### src/rtl/norz_seq_pkg.sv
// Shared types and defaults for the instruction phase sequencer.
// Build option: NORZ_PHASE_WATCHDOG_EN enables the phase-overflow watchdog.
package norz_seq_pkg;

    typedef enum logic {
        FETCH = 1'b0,
        EXEC  = 1'b1
    } seq_state_e;

    localparam int              XPT_WIDTH_DEF    = 4;
    localparam int              OP_WIDTH_DEF     = 8;
    localparam logic [7:0]      RESET_OPCODE_DEF = 8'h00;

endpackage

### src/rtl/norz_phase_counter.sv
// Execution-phase counter: clear has priority over increment, otherwise holds.
// Latency: one cycle; all_ones_o flags the value at which the next increment wraps.
module norz_phase_counter #(
    parameter int W = 4
) (
    input  logic         clk_i,
    input  logic         rst_n_i,
    input  logic         clr_i,
    input  logic         inc_i,
    output logic [W-1:0] xpt_o,
    output logic         all_ones_o
);

    logic [W-1:0] xpt_q, xpt_d;

    always_comb begin
        xpt_d = xpt_q;
        if (clr_i) begin
            xpt_d = '0;
        end else if (inc_i) begin
            xpt_d = xpt_q + {{(W-1){1'b0}}, 1'b1};
        end
    end

    always_ff @(posedge clk_i or negedge rst_n_i) begin
        if (!rst_n_i) begin
            xpt_q <= '0;
        end else begin
            xpt_q <= xpt_d;
        end
    end

    assign xpt_o      = xpt_q;
    assign all_ones_o = &xpt_q;

endmodule

### src/rtl/instruction_phase_sequencer.sv
// Fetch/execute sequencer owning ITABLE, XPT, CM1 and OPOPold for the I-decoder tree.
// Build option: NORZ_PHASE_WATCHDOG_EN turns XPT overflow into a sticky PHASE_ERR plus forced refetch.
module instruction_phase_sequencer
    import norz_seq_pkg::*;
#(
    parameter int                  XPT_WIDTH    = XPT_WIDTH_DEF,
    parameter int                  OP_WIDTH     = OP_WIDTH_DEF,
    parameter logic [OP_WIDTH-1:0] RESET_OPCODE = RESET_OPCODE_DEF
) (
    input  logic                 CLK,
    input  logic                 notRESET,
    input  logic [OP_WIDTH-1:0]  DATA_IN,
    input  logic                 MEM_READY,
    input  logic                 PR_Reset_XPT,
    input  logic                 P2_Set_CM1,
    input  logic                 P2_Reset_ITABLE,
    input  logic                 Pa_Ophd,
    output logic                 FETCH_REQ,
    output logic                 CM1,
    output logic                 DEC_ENABLE,
    output logic [XPT_WIDTH-1:0] XPT,
    output logic [XPT_WIDTH-1:0] notXPT,
    output logic [OP_WIDTH-1:0]  ITABLE,
    output logic [OP_WIDTH-1:0]  notITABLE,
    output logic [OP_WIDTH-1:0]  OPOPold,
    output logic                 PHASE_ERR
);

    seq_state_e          state_q, state_d;
    logic [OP_WIDTH-1:0] itable_q, itable_d;
    logic [OP_WIDTH-1:0] opopold_q, opopold_d;
    logic                exec_go, xpt_all_ones, wd_trip, xpt_clr, xpt_inc;

    // Strobes only count while executing with the bus ready.
    assign exec_go = (state_q == EXEC) && MEM_READY;

`ifdef NORZ_PHASE_WATCHDOG_EN
    logic err_q;
    assign wd_trip = exec_go && !P2_Set_CM1 && !PR_Reset_XPT && xpt_all_ones;

    always_ff @(posedge CLK or negedge notRESET) begin
        if (!notRESET) begin
            err_q <= 1'b0;
        end else if (wd_trip) begin
            err_q <= 1'b1;
        end
    end
    assign PHASE_ERR = err_q;
`else
    assign wd_trip   = 1'b0;
    assign PHASE_ERR = 1'b0;
`endif

    assign xpt_clr = (state_q == FETCH) || (exec_go && (P2_Set_CM1 || PR_Reset_XPT || wd_trip));
    assign xpt_inc = exec_go;

    norz_phase_counter #(.W(XPT_WIDTH)) u_xpt (
        .clk_i      (CLK),
        .rst_n_i    (notRESET),
        .clr_i      (xpt_clr),
        .inc_i      (xpt_inc),
        .xpt_o      (XPT),
        .all_ones_o (xpt_all_ones)
    );

    always_ff @(posedge CLK or negedge notRESET) begin
        if (!notRESET) begin
            state_q   <= FETCH;
            itable_q  <= RESET_OPCODE;
            opopold_q <= '0;
        end else begin
            state_q   <= state_d;
            itable_q  <= itable_d;
            opopold_q <= opopold_d;
        end
    end

    always_comb begin
        state_d = state_q;
        case (state_q)
            FETCH:   if (MEM_READY) state_d = EXEC;
            EXEC:    if (exec_go && (P2_Set_CM1 || wd_trip)) state_d = FETCH;
            default: state_d = FETCH;
        endcase
    end

    always_comb begin
        itable_d  = itable_q;
        opopold_d = opopold_q;
        if ((state_q == FETCH) && MEM_READY) begin
            itable_d = DATA_IN;
        end
        if (exec_go && (P2_Reset_ITABLE || wd_trip)) begin
            itable_d = RESET_OPCODE;
        end
        if (exec_go && Pa_Ophd) begin
            opopold_d = itable_q;
        end
    end

    always_comb begin
        CM1        = (state_q == FETCH);
        FETCH_REQ  = (state_q == FETCH);
        DEC_ENABLE = exec_go;
    end

    assign ITABLE    = itable_q;
    assign notITABLE = ~itable_q;
    assign notXPT    = ~XPT;
    assign OPOPold   = opopold_q;

endmodule

### config.mk
export PLATFORM = sky130hd
export DESIGN_NAME = instruction_phase_sequencer
export DESIGN_NICKNAME = d
export VERILOG_FILES = /design/src/rtl/norz_seq_pkg.sv /design/src/rtl/norz_phase_counter.sv /design/src/rtl/instruction_phase_sequencer.sv
export SDC_FILE = /design/constraint.sdc
export NUM_CORES = 1
export LEC_CHECK = 0
export ABC_CLOCK_PERIOD_IN_PS = 1500
export CAP_MARGIN = 20
export CORE_MARGIN = 2
export CORE_UTILIZATION = 37
export DETAILED_ROUTE_END_ITERATION = 16
export GPL_TIMING_DRIVEN = 1
export MAX_ROUTING_LAYER = met4
export PLACE_DENSITY = 0.77
export SLEW_MARGIN = 15
export SYNTH_ARGS = -nofsm -noshare
export SYNTH_HDL_FRONTEND = slang
export SYNTH_SLANG_ARGS = --single-unit
### constraint.sdc
create_clock -name CLK -period 1.5 [get_ports CLK]
set_clock_uncertainty 0.05 [all_clocks]
set_input_delay 0.15 -clock CLK [delete_from_list [all_inputs] [get_ports CLK]]
set_output_delay 0.15 -clock CLK [all_outputs]
set_load 0.01 [all_outputs]
* Word level (Yosys, flattened, before mapping) *
Cells that the tools add are included.

storage, ports and cells
  register bits = 21
  output and inout port bits = 36
  word-level logic and storage cells = 25

operators by class
  add/subtract/negate cells = 1
  mux-type cells = 7
  bitwise gates (word level) = 3
  reduce and logical (&&, ||, !) cells = 10

operators with widths
  cell                                                           count
  8-bit 2-to-1 mux                                               2
  4-bit 2-to-1 mux                                               2
  8-bit NOT                                                      1
  1-bit logical AND                                              6
  4-bit by 1-bit adder with 4-bit output, second input constant  1
  4-bit NOT                                                      1
  2-bit nonzero test                                             2
  1-bit logical OR                                               2
  1-bit 2-to-1 mux                                               2
  1-bit case mux with 2 select lines                             1
  1-bit NOT                                                      1

* Depth between registers and ports, before layout *
Gate-level depths: netlist (run 1).

  depth after elaboration = 4
  mapped depth = 4
  mapped depth without buffers = 4

* By module *
From an unflattened synthesis (run 1), not the netlist that was laid out.

second synthesis, totals
  cell total of the unflattened synthesis = 84
  area total of the unflattened synthesis = 959.7 µm²

modules (own cells, without submodules)
  module                       instances  cells each  area an instance (µm²)  seq. area each (µm²)
  instruction_phase_sequencer  1          67          760.7                   425.4
  norz_phase_counter           1          17          198.9                   100.1

* Least setup slack after synthesis (run 1) *
No wires, ideal clock.

  kind = register to register
  from = register u_xpt.xpt_q[0] (netlist: u_xpt.xpt_o[0])
  to = register u_xpt.xpt_q[2] (netlist: u_xpt.xpt_o[2])
  library setup time = 0.078 ns
  arrival time = 0.938 ns
  data required time = 1.372 ns
  slack = 0.434 ns
  cell stages (with the launch flop) = 5
  cells stage by stage = dfrtp_1 ha_1 nor2b_1 a2bb2oi_1 a21oi_1

on the way
  cells in the longest elaborated chain, start to end = 3

RTL lines
  what                                    RTL line                  RTL
  start, declared                         norz_phase_counter.sv:14  logic [W-1:0] xpt_q, xpt_d;
  start signal, assigned                  norz_phase_counter.sv:29  xpt_q <= xpt_d;
  4-bit by 1-bit adder with 4-bit output  norz_phase_counter.sv:21  xpt_d = xpt_q + {{(W-1){1'b0}}, 1'b1};
  4-bit 2-to-1 mux                        norz_phase_counter.sv:20  end else if (inc_i) begin
  4-bit 2-to-1 mux                        norz_phase_counter.sv:18  if (clr_i) begin

No other way between the ends. The select of a mux whose other input is x is not followed.
A chain may end at the register's enable or synchronous reset.

* Worst setup path in the final report (run 1) *
  from = register itable_q[3] (netlist: ITABLE[3])
  to = output ITABLE[3]

RTL lines
  what                    RTL line                           RTL
  start, declared         instruction_phase_sequencer.sv:30  logic [OP_WIDTH-1:0] itable_q, itable_d;
  start signal, assigned  instruction_phase_sequencer.sv:73  itable_q <= itable_d;
  end, declared           instruction_phase_sequencer.sv:23  output logic [OP_WIDTH-1:0] ITABLE,

No word-level cell between the ends.

==> impl_metrics.tcl, run 1 <==
set metrics [dict create \
    portBuffers 49 \
    grt_pass1_vias 812 \
    drt_iter0_markers 9 \
    cp-end-kind "output pin" \
    start_util_pct 38.1 \
    dr.pass1.iters 4 \
    synth_top_area_share_pct 57.2 \
    syn_inst 87 \
    dieArea_mm2 0.00290 \
    stdcell_count 186 \
    antenna_left 0 \
    clock-root-buffer "clkbuf_4" \
    finalPower_w 0.00150 \
    drive_gt1_share_pct 19.9 \
    crit_start "ITABLE[3]$_DFFE_PN0P_" \
    cts_sinks 21 \
    antenna_found_initial 0 \
    min_path_type "input pin to asynchronous set/reset pin" \
    p_leak_nw 0.765 \
    final_common_cell "clkdlybuf4s50_1" \
    startpoint_type "flip-flop" \
    yosys.cell_types.count 24 \
    clk_path_buf_depth 2 \
    ys_top_cells_by_area "dfrtp_1 (57%), a22o_1 (7.6%), inv_1 (4.9%)" \
    yosys_warnings 0 \
    r2r-start "state_q$_DFF_PN0_" \
    cap_violations 0 \
    fillers 201 \
    layout.nets 173 \
    wirelength_um 2480 \
    cts_tree "built" \
    slew_violations 0 \
    die_w_um 53.8 \
    hpwl_um 1810 \
    cp.required_ns 1.30 \
    crit_type "flip-flop to output pin" \
    crit_fanout 3 \
    ys_ff_latch 21 \
    fmax_ghz 0.674 \
    postSynthAreaPerCell_um2 10.6 \
    grt.overflow.total 0 \
    die_y_um 53.8 \
    place_inst 167 \
    syn-cell-area_um2 918 \
    post-route-period-util_pct 98.9 \
    synth_nets 103 \
    p_per_area_mw_per_mm2 942 \
    wl_per_cell_um 13.3 \
    clk_transition_reported_paths_ns 0.12 \
    grt_start_max_net_pins 22 \
    critPathMaxStageDelay_ns 0.56 \
    vdd_ir_drop_max_mv 0.717 \
    rows 18 \
    track_usage_pct 17.6 \
    critPathSlowestCell "clkdlybuf4s50_1" \
    worstSkewPairLatency_ns 0.30 \
    htreeDepth 1 \
    yosys.area.top_type "dfrtp_1" \
    period_minus_slack_ns 1.48 \
    grt_pass1_wl_um 3670 \
    vias 888 \
    num_antenna_cells 0 \
    outcome "complete, no violations" \
    worstPathArrival_ns 1.28 \
    core_mm2 0.00241 \
    vias_per_cell 4.77 \
    worstPathBufferInverterCount 1 \
    yosysSeqAreaShare_pct 57.2 \
    finalSetupViolations 0 \
    cts_buffers 3 \
    area_delta_synth_final_pct 73.4 \
    cp_top_family "buffers and inverters" \
    drc 0 \
    routabilityCongestion 0.750 \
    ios 51 \
    finalHoldViolCount 0 \
    layout_common_cells "clkdlybuf4s50_1 (31), dfrtp_1 (21), buf_4 (21), dlygate4sd2_1 (14), inv_1 (12)" \
    path_cells "clkdlybuf4s50_1" \
]
-- sequential cells by signal, summed over array words and instances (netlist names) --
name	count
ITABLE	8
u_xpt.xpt_o	4
OPOPold	8
state_q	1
-- final cells by class --
class                      instances  area (um^2)  area share (%)
clock inverter                     1         5.00           0.314
tap                               30         37.5            2.36
clock buffer                       3         22.5            1.41
timing repair buffer              70          638            40.1
multi-input combinational         48          315            19.8
inverter                          13         48.8            3.06
sequential                        21          526            33.0
-- per-stage QoR --
step	hold WS (ns)	worst slack, ns	utilization, %	area, um^2	setup TNS [ns]
CTS	0.128	0.00780	63.6	1530	0
global placement	0.417	-0.0307	60.6	1460	-0.237
detailed placement	0.428	-0.0869	60.6	1460	-0.597
global route	0.138	-0.0146	66.1	1590	-0.0175
finish	0.123	0.0169	66.1	1590	0
floorplan	-0.196	0.434	-	918	0
-- where the power goes --
part	internal [W]	total (W)	switching (W)
logic	0.000307	0.000527	0.000221
registers	0.000642	0.000695	0.0000532
clock network	0.0000994	0.000278	0.000179
-- metal layers --
metal / vias to the layer above / routed length [um] / track usage (%)
met4: 0 / 27 / 6.84
met3: 2 / 73 / 0.833
met2: 22 / 1330 / 28.5
li1: 430 / - / -
met5: - / 0 / -
met1: 434 / 1050 / 23.4
-- timing repair --
| action | CTS | global route |
|---|---|---|
| resized for setup | 16 | 4 |
| hold buffers | 0 | 0 |
| endpoints found under the setup margin | 16 | 7 |
| setup buffers | 8 | 7 |
-- worst paths after layout --
check | endpoint | slack (ns) | cells after the start
min reg2reg | OPOPold[7]$_DFFE_PN0P_ | 0.45 | 2
max reg2reg | ITABLE[4]$_DFFE_PN0P_ | 0.16 | 4
min in group CLK | ITABLE[1]$_DFFE_PN0P_ | 0.39 | 2
min | OPOPold[2]$_DFFE_PN0P_ | 0.12 | 2
max in group asynchronous | u_xpt.xpt_o[1]$_DFFE_PN0P_ | 1.06 | 2
max | ITABLE[3] | 0.02 | 1
-- kinds of logic after synthesis --
family	share of synthesized area [%]
compound gates	20.0
simple gates	12.3
flops	57.2
buf+inv	8.72
fa+ha+maj	1.36
other cells	0.408
-- synthesized netlist by cell type (all sizes together) --
master and instances:
dfrtp 21, inv 13, nand2 9, o21ai 9, a22o 8, a21oi 4
buf 4, nand3 4, nand2b 2, nor2 2, nor2b 2, a2bb2oi 1
a41oi 1, and2 1, and3b 1, clkbuf 1, conb 1, ha 1
nand4 1, o31ai 1
Power figures use the tool's default switching activity.
==> run 2: changes to the inputs <==
Settings changed: CELL_PAD_IN_SITES_DETAIL_PLACEMENT set to 0, CELL_PAD_IN_SITES_GLOBAL_PLACEMENT set to 1, CORE_ASPECT_RATIO set to 2, CORE_UTILIZATION 37 to 27, PLACE_DENSITY 0.77 to unset, PLACE_DENSITY_LB_ADDON set to 0.1.
==> run 2 against run 1 <==
  * Global-route usage is 4.3 points lower
  * Highest routed layer unchanged
  * Critical path type unchanged
  * Non-clock buffer count is 13 lower
  * Sequential power hardly changed
  * Setup slack better by 0.039 ns
  * Total power is 1.3% higher
  * First-iteration DRC count is 56% lower
  * Die area is 35% higher
  * Clock power is 26% higher
  * Worst hold slack better by 0.064 ns
  * Routed wire length is 6.7% lower
  * Count of clock-buffer cells in the layout is 1 higher
==> impl_metrics.tcl, run 2 (synthesized netlist as in run 1, its figures left out) <==
set metrics [dict create \
    r2r-start "state_q$_DFF_PN0_" \
    drc 0 \
    finalPower_w 0.00152 \
    antenna_found_initial 0 \
    place_ws_ns -0.0803 \
    worst_slack_ns 0.0562 \
    post-route-period-util_pct 96.3 \
    p_leak_nw 0.697 \
    clock-root-buffer "clkbuf_8" \
    layout_common_cells "clkdlybuf4s50_1 (35), dfrtp_1 (20), inv_1 (12), dlymetal6s2s_1 (10), nand2_1 (9)" \
    grt_start_max_net_pins 22 \
    timing.rr.end "ITABLE[7]$_DFFE_PN0P_" \
    layout.nets 160 \
    hpwl_um 1810 \
    final_cell_area_mm2 0.00155 \
    crit_type "flip-flop to output pin" \
    core_mm2 0.00334 \
    vias_per_cell 4.71 \
    finalHoldViolCount 0 \
    clk_path_buf_depth 2 \
    dieArea_mm2 0.00391 \
    cap_violations 0 \
    worstSkewPairLatency_ns 0.25 \
    wl_per_cell_um 13.2 \
    drive_gt1_share_pct 12.6 \
    dr.pass1.iters 4 \
    antenna_left 0 \
    ios 51 \
    reg2reg_depth 3 \
    slew_violations 0 \
    rows 30 \
    drt_iter0_markers 4 \
    path_cells "inv_1 -> clkdlybuf4s50_1" \
    portBuffers 49 \
    grt_pass1_wl_um 3710 \
    p_per_area_mw_per_mm2 983 \
    cts_buffers 3 \
    reg2reg_slack_ns 0.29 \
    routabilityCongestion 0.695 \
    worstPathArrival_ns 1.24 \
    grt_pass1_vias 791 \
    startpoint_type "flip-flop" \
    fmax_ghz 0.693 \
    placed_cell_area_mm2 0.00146 \
    crit_fanout 4 \
    period_minus_slack_ns 1.44 \
    holdBufCountCts 0 \
    cp-end-kind "output pin" \
    final_common_cell "clkdlybuf4s50_1" \
    min_path_type "input pin to asynchronous set/reset pin" \
    die_y_um 86.5 \
    htreeDepth 1 \
    outcome "complete, no violations" \
    finalSetupViolations 0 \
    vias 824 \
    area_delta_synth_final_pct 68.4 \
    cts_tree "built" \
    cp.required_ns 1.30 \
    die_w_um 45.2 \
    rsz0062_at_grt "no" \
    cts_sinks 21 \
    track_usage_pct 13.4 \
    grt.overflow.total 0 \
    start_util_pct 27.5 \
    vdd_ir_drop_max_mv 0.551 \
    clk_transition_reported_paths_ns 0.07 \
    num_antenna_cells 0 \
    critPathSlowestCell "clkdlybuf4s50_1" \
    wirelength_um 2310 \
    hold-worst-slack_ns 0.186 \
    critPathMaxStageDelay_ns 0.52 \
]
## run 2: cell types whose count changed in the layout (fill, tap and decap cells not counted)
cell,before,now
dlymetal6s2s_1,3,10
clkdlybuf4s15_1,1,0
clkbuf_4,3,0
clkinv_2,1,0
dfrtp_2,0,1
dfrtp_1,21,20
clkbuf_1,0,1
dlygate4sd2_1,14,4
clkbuf_8,0,3
clkdlybuf4s50_1,31,35
buf_4,21,8
## run 2: report_power, final
group | internal, W | switching [W] | total, W
clock | 0.000188 | 0.000160 | 0.000349
combinational | 0.000277 | 0.000199 | 0.000476
sequential | 0.000643 | 0.0000531 | 0.000696
total | 0.00111 | 0.000412 | 0.00152
## run 2: worst max-delay path by stage
stage	start	to	slack, ns	cells after the start
after global routing	u_xpt.xpt_o[1]$_DFFE_PN0P_	notXPT[1]	0.005	2
after floorplan	u_xpt.xpt_o[0]$_DFFE_PN0P_	u_xpt.xpt_o[2]$_DFFE_PN0P_	0.43	4
after detailed placement	MEM_READY	DEC_ENABLE	-0.08	3
after global placement	MEM_READY	DEC_ENABLE	-0.07	3
final	u_xpt.xpt_o[1]$_DFFE_PN0P_	notXPT[1]	0.06	2
after CTS	ITABLE[4]$_DFFE_PN0P_	notITABLE[4]	0.004	2
## run 2: final cells by class
| type | count | area [um^2] |
|---|---|---|
| Tap cell | 32 | 40.0 |
| Multi-Input combinational cell | 48 | 315 |
| Sequential cell | 21 | 527 |
| Inverter | 13 | 48.8 |
| Clock buffer | 4 | 45.0 |
| Fill cell | 335 | 1790 |
| Timing Repair Buffer | 57 | 571 |
## run 2: what timing repair did
item	in CTS	in global routing
setup buffers	2	1
gates resized for setup	4	12
setup endpoints to repair	5	16
## run 2: stage by stage
stage                     std cells  util [%]  setup TNS, ns
after floorplan                  87         -              0
after global placement          168      43.6         -0.322
after detailed placement        168      43.6         -0.562
after CTS                       174      45.2              0
after global routing            175      46.3              0
final                           175      46.3              0
## run 2: critical path: cells and delay by family (launching register included)
family / cells / cell delay [ns]
flops: 1 / 0.41
buf+inv: 2 / 0.58
## run 2: layer usage
layer / global-route usage, % / share of wire [%] / vias up
li1: - / - / 401
met1: 15.3 / 39 / 388
met2: 22.2 / 54 / 33
met3: 2.08 / 5.4 / 2
met4: 5.61 / 1.1 / 0
met5: - / 0 / -
